===== config.mk =====
export PLATFORM = sky130hd
export DESIGN_NAME = pc_fetch_unit
export DESIGN_NICKNAME = d
export VERILOG_FILES = /design/src/rtl/pc_fetch_unit.sv
export SDC_FILE = /design/constraint.sdc
export NUM_CORES = 1
export LEC_CHECK = 0
export CORE_MARGIN = 2
export CORE_UTILIZATION = 51
export CTS_CLUSTER_DIAMETER = 120
export DETAILED_ROUTE_END_ITERATION = 6
export PLACE_DENSITY_LB_ADDON = 0.15
export SETUP_SLACK_MARGIN = 0.3
export SKIP_CTS_REPAIR_TIMING = 1
export SLEW_MARGIN = 10
export SYNTH_ARGS = -nofsm -noshare
export SYNTH_HDL_FRONTEND = slang
export SYNTH_SLANG_ARGS = --single-unit

===== constraint.sdc =====
create_clock -name clk -period 2.4 [get_ports clk]
set_input_delay 0.36 -clock clk [delete_from_list [all_inputs] [get_ports clk]]
set_output_delay 0.36 -clock clk [all_outputs]
set_load 0.02 [all_outputs]

===== src/rtl/pc_fetch_unit.sv =====
// pc_fetch_unit: RV32 instruction-fetch stage.
// Owns the PC, fetches one word at a time, handles redirects.
module pc_fetch_unit #(
  parameter logic [31:0] RESET_PC = 32'h0000_0000
) (
  input  logic        clk,
  input  logic        rst_n,
  input  logic        ex_valid,
  input  logic        br_taken,
  input  logic        jump,
  input  logic [31:0] br_target,
  input  logic        stall,
  output logic        imem_req_valid,
  output logic [31:0] imem_req_addr,
  input  logic        imem_req_ready,
  input  logic        imem_rsp_valid,
  input  logic [31:0] imem_rsp_data,
  output logic        if_valid,
  output logic [31:0] if_pc,
  output logic [31:0] if_instr,
  output logic        flush
);

  typedef enum logic [1:0] {
    IDLE,
    REQ,
    WAIT,
    HOLD
  } state_t;

  state_t      state_q, state_d;
  logic [31:0] pc_q, pc_d;
  logic [31:0] req_pc_q, req_pc_d;
  logic        drop_q, drop_d;
  logic [31:0] skid_pc_q, skid_pc_d;
  logic [31:0] skid_instr_q, skid_instr_d;
  logic        if_valid_q, if_valid_d;
  logic [31:0] if_pc_q, if_pc_d;
  logic [31:0] if_instr_q, if_instr_d;
  logic        redirect;
  logic        out_free;
  logic [31:0] tgt;

  assign redirect = ex_valid & (br_taken | jump);
  assign tgt      = br_target & ~32'd3;
  assign flush    = redirect;
  assign out_free = !if_valid_q || !stall;

  assign imem_req_valid = (state_q == REQ);
  // A redirect hitting an unaccepted request parks
  // that request's address in req_pc until accepted.
  assign imem_req_addr  = (state_q == REQ && drop_q) ?
                          req_pc_q : pc_q;

  assign if_valid = if_valid_q;
  assign if_pc    = if_pc_q;
  assign if_instr = if_instr_q;

  // Next-state, PC and output-register update.
  always_comb begin
    state_d      = state_q;
    pc_d         = pc_q;
    req_pc_d     = req_pc_q;
    drop_d       = drop_q;
    skid_pc_d    = skid_pc_q;
    skid_instr_d = skid_instr_q;
    if_valid_d   = if_valid_q;
    if_pc_d      = if_pc_q;
    if_instr_d   = if_instr_q;
    if (!stall) if_valid_d = 1'b0;
    case (state_q)
      IDLE: state_d = REQ;
      REQ: begin
        if (imem_req_ready) begin
          state_d = WAIT;
          if (!drop_q) begin
            req_pc_d = pc_q;
            pc_d     = pc_q + 32'd4;
          end
        end
      end
      WAIT: begin
        if (imem_rsp_valid) begin
          state_d = REQ;
          drop_d  = 1'b0;
          if (!drop_q) begin
            if (out_free) begin
              if_valid_d = 1'b1;
              if_pc_d    = req_pc_q;
              if_instr_d = imem_rsp_data;
            end else begin
              skid_pc_d    = req_pc_q;
              skid_instr_d = imem_rsp_data;
              state_d      = HOLD;
            end
          end
        end
      end
      HOLD: begin
        if (!stall) begin
          if_valid_d = 1'b1;
          if_pc_d    = skid_pc_q;
          if_instr_d = skid_instr_q;
          state_d    = REQ;
        end
      end
      default: state_d = IDLE;
    endcase
    if (redirect) begin
      pc_d       = tgt;
      if_valid_d = 1'b0;
      case (state_q)
        REQ: begin
          drop_d = 1'b1;
          if (!imem_req_ready && !drop_q)
            req_pc_d = pc_q;
        end
        WAIT: begin
          if (imem_rsp_valid) begin
            state_d = REQ;
            drop_d  = 1'b0;
          end else begin
            drop_d = 1'b1;
          end
        end
        HOLD:    state_d = REQ;
        default: state_d = REQ;
      endcase
    end
  end

  // State registers with synchronous active-low reset.
  always_ff @(posedge clk) begin
    if (!rst_n) begin
      state_q      <= IDLE;
      pc_q         <= RESET_PC;
      req_pc_q     <= 32'd0;
      drop_q       <= 1'b0;
      skid_pc_q    <= 32'd0;
      skid_instr_q <= 32'd0;
      if_valid_q   <= 1'b0;
      if_pc_q      <= 32'd0;
      if_instr_q   <= 32'd0;
    end else begin
      state_q      <= state_d;
      pc_q         <= pc_d;
      req_pc_q     <= req_pc_d;
      drop_q       <= drop_d;
      skid_pc_q    <= skid_pc_d;
      skid_instr_q <= skid_instr_d;
      if_valid_q   <= if_valid_d;
      if_pc_q      <= if_pc_d;
      if_instr_q   <= if_instr_d;
    end
  end

endmodule

### Word-level counts from Yosys, hierarchy flattened

Index checks and enable logic that the tools add are counted.

| operators by class | value |
|---|---|
| $add $sub $neg | 1 |
| multipliers | 0 |
| div/mod/pow operators | 0 |
| order comparisons | 0 |
| equality and inequality tests | 8 |
| shift operators | 0 |
| muxes and demuxes | 41 |
| bitwise logic cells | 5 |
| reductions and logical operators | 16 |

Operator list:

| cell | number |
|---|---|
| $mux W32 | 19 |
| $pmux W32 S2 | 2 |
| $add A32 B3 Y32 const B | 1 |
| $mux W2 | 7 |
| $ne A2 B2 Y1 const B | 5 |
| $mux W1 | 9 |
| $pmux W2 S4 | 1 |
| $reduce_and A3 Y1 | 2 |
| $reduce_bool A2 Y1 | 3 |
| $reduce_and A5 Y1 | 1 |
| $eq A2 B2 Y1 const B | 2 |
| $logic_not A1 Y1 | 4 |
| $pmux W1 S2 | 2 |
| $pmux W2 S2 | 1 |
| $reduce_and A4 Y1 | 1 |
| $not A1 Y1 | 3 |
| $eq A2 B1 Y1 const B | 1 |
| $logic_and A1 B1 Y1 | 2 |
| $logic_not A2 Y1 | 1 |
| $reduce_or A2 Y1 | 1 |
| $and A1 B1 Y1 | 1 |
| $logic_or A1 B1 Y1 | 1 |
| $or A1 B1 Y1 | 1 |

| word-level totals | value |
|---|---|
| flip-flop bits (word level) | 196 |
| latch bits | 0 |
| RAM bits | 0 |
| memory bits (read-only) | 0 |
| input bits | 72 |
| logic and storage cells | 81 |
| memories kept | 0 |

### Logic depth before layout (Yosys ltp)

| depth | value |
|---|---|
| depth in word-level cells | 9 |
| mapped depth | 9 |

### Worst setup path after synthesis

No wires, ideal clock.

| path | value |
|---|---|
| path type | register to register |
| from | register state_q[1] |
| to | register pc_q[20] |
| arrival time | 2.220 ns |
| data required time | 2.338 ns |
| path slack | 0.117 ns |
| stages on the path, launching flop included | 10 |
| buffers on the path | 2 |
| path through | dfxtp_1 -> inv_1 -> ha_1 -> buf_2 -> and3b_1 -> clkbuf_1 -> nor2_1 -> or3_1 -> or4_1 -> nand3_1 |

| between the ends | value |
|---|---|
| longest elaborated chain between the ends | 3 |

RTL lines:

| item | RTL line | text |
|---|---|---|
| from (decl) | 31 | `state_t state_q, state_d;` |
| from (signal assigned) | 145 | `state_q <= state_d;` |
| $eq A2 B1 Y1 | -- |  |
| named net imem_req_valid | 13 | `output logic imem_req_valid,` |
| $reduce_bool A2 Y1 (no line) | -- |  |
| $reduce_and A3 Y1 (no line) | -- |  |
| to (signal assigned) | 146 | `pc_q <= pc_d;` |
| to (decl) | 32 | `logic [31:0] pc_q, pc_d;` |

The timed path passes the listed nets, and every way through them passes these cells.
A chain may end at the register's enable or synchronous reset.

### Final worst setup path

| path | value |
|---|---|
| from | register state_q[1] |
| to | output port imem_req_addr[20] |

| between the ends | value |
|---|---|
| longest elaborated chain between the ends | 3 |

RTL lines:

| item | RTL line | text |
|---|---|---|
| $eq A2 B1 Y1 | 52 | `assign imem_req_addr = (state_q == REQ && drop_q) ?` |
| $logic_and A1 B1 Y1 | 52 |  |
| $mux W32 | 52 |  |
| to (decl) | 14 | `output logic [31:0] imem_req_addr,` |

Every way passes these cells.

==> summary.txt <==
Setup path
  • Largest stage delay on the critical path: approximately 0.36 ns
  • Critical path peak fanout: 7
  • Worst Path Arrival: 1.82 ns
  • Top cell family by delay on the critical path: buffers and inverters
  • Crit path max-delay cell type: mux2_2
  • CP required: 2.04 ns
  • Total stage count of the critical path: 6
  • Ordered list of cells on the worst path: inv_2, ha_4, nand2_8, clkbuf_16, mux2_2, clkbuf_2
  • Reg-to-reg endpoint: pc_q[20]
  • Crit start category: flip-flop
  • Path type of the worst setup path: flip-flop to primary output
  • Worst path bufs/invs: 3
  • Nature of the critical path endpoint: primary output
  • FF-to-FF Start: pc_q[8]
  • Number of cells on the worst reg-to-reg path: 5
  • Setup slack, reg-to-reg: approximately 0.28 ns

Die
  • Initial cell density of the core: a little over half
  • Total number of placement rows: 46
  • Width of the chip: approximately 130 um
  • I/O pin count: approximately 170
  • Die ar.: 17500 um2
  • Vertical die dimension: 132 um
  • Area inside the core boundary: ~16000 um2

Routing
  • DRC violations left: 5
  • Final WL: between 20 and 25 mm
  • DRC marker count from the first detailed-route iteration: between 500 and 600
  • Post-detailed-route wirelength per cell: roughly 16 um
  • First-pass detailed-route iteration total: 7
  • Average vias per placed instance: 5.52
  • Post-DRT Antenna Nets: 0
  • Via count: ~7600

CTS
  • H-Tree Level Count: 4
  • Clock-pin transition on the worst setup and hold timing paths: about 0.06 ns
  • Sink Count: approximately 190
  • TritonCTS clock tree: done
  • Library cell used as clock root buffer: clkbuf_16
  • Maximum root-to-sink buffer count: 2
  • Number of buffers added by the clock tree synthesis step: 17
  • Clk Latency, worst-skew pair: ~0.43 ns

Synthesis
  • Number of different library cells in the post-synthesis netlist: 48
  • Main area contributors after synthesis: dfxtp_1 46%, nand2_1 9.2%, mux2i_1 7.6%
  • Register area share after synthesis: between 40% and 50%
  • Most common cell in the synthesized netlist: nand2_1
  • Yosys warning count: 0
  • Synthesized net count: between 1000 and 1500
  • Fraction of synthesized cell area taken by the top area cell type: 46.4%
  • Post-synth top flop: dfxtp_1
  • Mean post-synth cell area: 8.49 um2
  • Share of synthesized registers carrying an async set or reset: 0%
  • Post-synthesis instance area: 8370 um2
  • Library cell occupying the most area in the post-synthesis netlist: dfxtp_1
  • Number of synthesized register bits: roughly 190
  • EDFF count, synth: 0
  • Top cells by count, synth: 206 x nand2_1, 194 x dfxtp_1, 115 x a21oi_1
  • Syn Inst Count: just under 1000

STA
  • Fin Clk Skew: about 0.010 ns
  • Unrepaired setup endpoints after global routing: yes
  • Relative max-transition margin: between 60% and 70%
  • Transition at the pin with the smallest max-transition slack: ~0.5 ns
  • Final worst-path cycle share: around nine tenths
  • Smallest setup slack after layout: 0.216 ns
  • Post-layout minimum cycle time: about 2.2 ns
  • Fin. Hold Viols: 0
  • Count of final setup violators: 0
  • Total count of max-transition violations in the final report: 0
  • Fmax: ~0.46 GHz

Place
  • Routability congestion estimate: 0.931
  • Place WS: -0.0264 ns
  • DP Wirelength: ~14 mm
  • Input/output buffers: 168

Global routing
  • Initial antenna violation count: 0
  • Leftover overflow at the end of global routing: 0
  • Via count of the first global-routing pass: between 6000 and 7000
  • GRT Resource Usage Total: 23.4%
  • Global-route wire length before repair: approximately 34 mm
  • Pin count of the biggest net entering global routing: 56

Run
  • Number of max-capacitance violations reported: 0

Cells and area
  • Finished Core Util: about three quarters
  • Ant. Diodes: 0
  • Number of nets in the finished design: about 1200
  • Post-synthesis to final-layout area growth: 39.2%
  • Share of final-layout standard cells stronger than drive strength 1: 16.4%

Worst hold path
  • Source of the worst hold timing path: skid_pc_q[0]
  • Instance count along the most critical hold path: 2
  • Worst hold endpoint: skid_pc_q[0]
  • Type of the tightest min-delay check: flip-flop to flip-flop

Power
  • Pwr/cell area: 628 nW/um2
  • Highest ir drop seen on vdd: approximately 560 uV
  • P_leak: between 0.004 and 0.005 uW
  • Overall power after layout: approximately 7300 uW

Run status
  • Violations in the final reports: DRC
  • Outcome: complete, but fails checks
registers in the layout, summed over array words and instances, names as in the netlist:
| name | cells |
|---|---|
| drop_q | 1 |
| if_instr | 32 |
| if_valid | 1 |
| req_pc_q | 32 |
| state_q | 2 |
| if_pc | 32 |
| skid_pc_q | 32 |
| skid_instr_q | 32 |
| pc_q | 30 |
placed cells by master (no fill, tap or decap), types with 3 or more instances in the layout:
master	synthesis	final
a21oi_1	115	115
clkbuf_16	0	22
bufinv_16	0	3
nor4_4	0	3
nor2_1	79	78
ha_4	0	3
o21ai_0	26	25
xor2_1	7	7
clkbuf_8	0	4
buf_6	0	32
a211oi_2	0	5
dfxtp_1	194	190
dlymetal6s2s_1	0	4
clkdlybuf4s50_1	0	134
or4_4	1	4
inv_1	9	7
dfxtp_2	0	4
nand4_1	5	5
buf_12	0	11
nand2_1	206	205
nand3_1	13	13
mux2_2	30	8
or3_1	3	3
nor3_1	12	11
ha_1	6	3
xnor2_1	16	16
buf_4	0	41
mux2_4	0	22
a211oi_1	69	64
and3_1	5	5
nor4_1	5	4
mux2i_1	64	64
clkinvlp_4	0	3
a311oi_1	3	3
logic make-up after synthesis:
kind of cell,count (synthesis),synth area share [%]
AND/OR/NAND/NOR,351,18.3
AO/OA/AOI/OAI,226,16.2
flip-flops,194,46.4
multiplexers,94,11.7
buffers and inverters,92,4.21
XOR/XNOR,23,2.41
adder cells (fa/ha/maj),6,0.896
metal layers:
metal | track usage, % | share of wire, % | vias to the layer above
met5 | 0 | 0 | -
met4 | 6.76 | 1.1 | 0
met3 | 4.42 | 6.0 | 24
met2 | 36.9 | 47 | 262
met1 | 32.8 | 46 | 3592
li1 | - | - | 3751
metrics by stage:
| step | instance area (um2) | setup TNS (ns) | instances | hold WS (ns) |
|---|---|---|---|---|
| final | 11700 | 0 | 1382 | 0.453 |
| after floorplan | 8390 | 0 | 986 | 0.436 |
| after detailed placement | 10500 | -0.0264 | 1332 | 0.446 |
| after global routing | 11700 | 0 | 1382 | 0.470 |
| after global placement | 10500 | 0 | 1332 | 0.441 |
| after CTS | 11200 | -8.90 | 1364 | 0.455 |
tightest hold or removal path: stages, from the launching register on:
cell	delay (ns)
dfxtp_1	0.31
nand2_1	0.05
a21oi_1	0.05
layout make-up:
type                    count  area [um2]
clock buffers              21         480
clock inverters            11         149
fillers                  1230        4280
inverters                  10        40.0
multi-input cells         700        4400
flip-flops and latches    194        3890
well taps                 216         270
repair buffers            230        2430
worst max-delay path by stage:
| stage | startpoint | endpoint |
|---|---|---|
| after detailed placement | imem_req_ready | pc_q[30] |
| after floorplan | state_q[1] | pc_q[30] |
| final | state_q[1] | imem_req_addr[20] |
| after global routing | state_q[1] | imem_req_addr[20] |
| after CTS | state_q[1] | imem_req_addr[31] |
| after global placement | imem_req_ready | pc_q[30] |
power breakdown:
group          switching [uW]  internal [uW]
logic                     473            470
registers                85.7           3300
clock network            1230           1760
(Power assumes the default switching activity.)
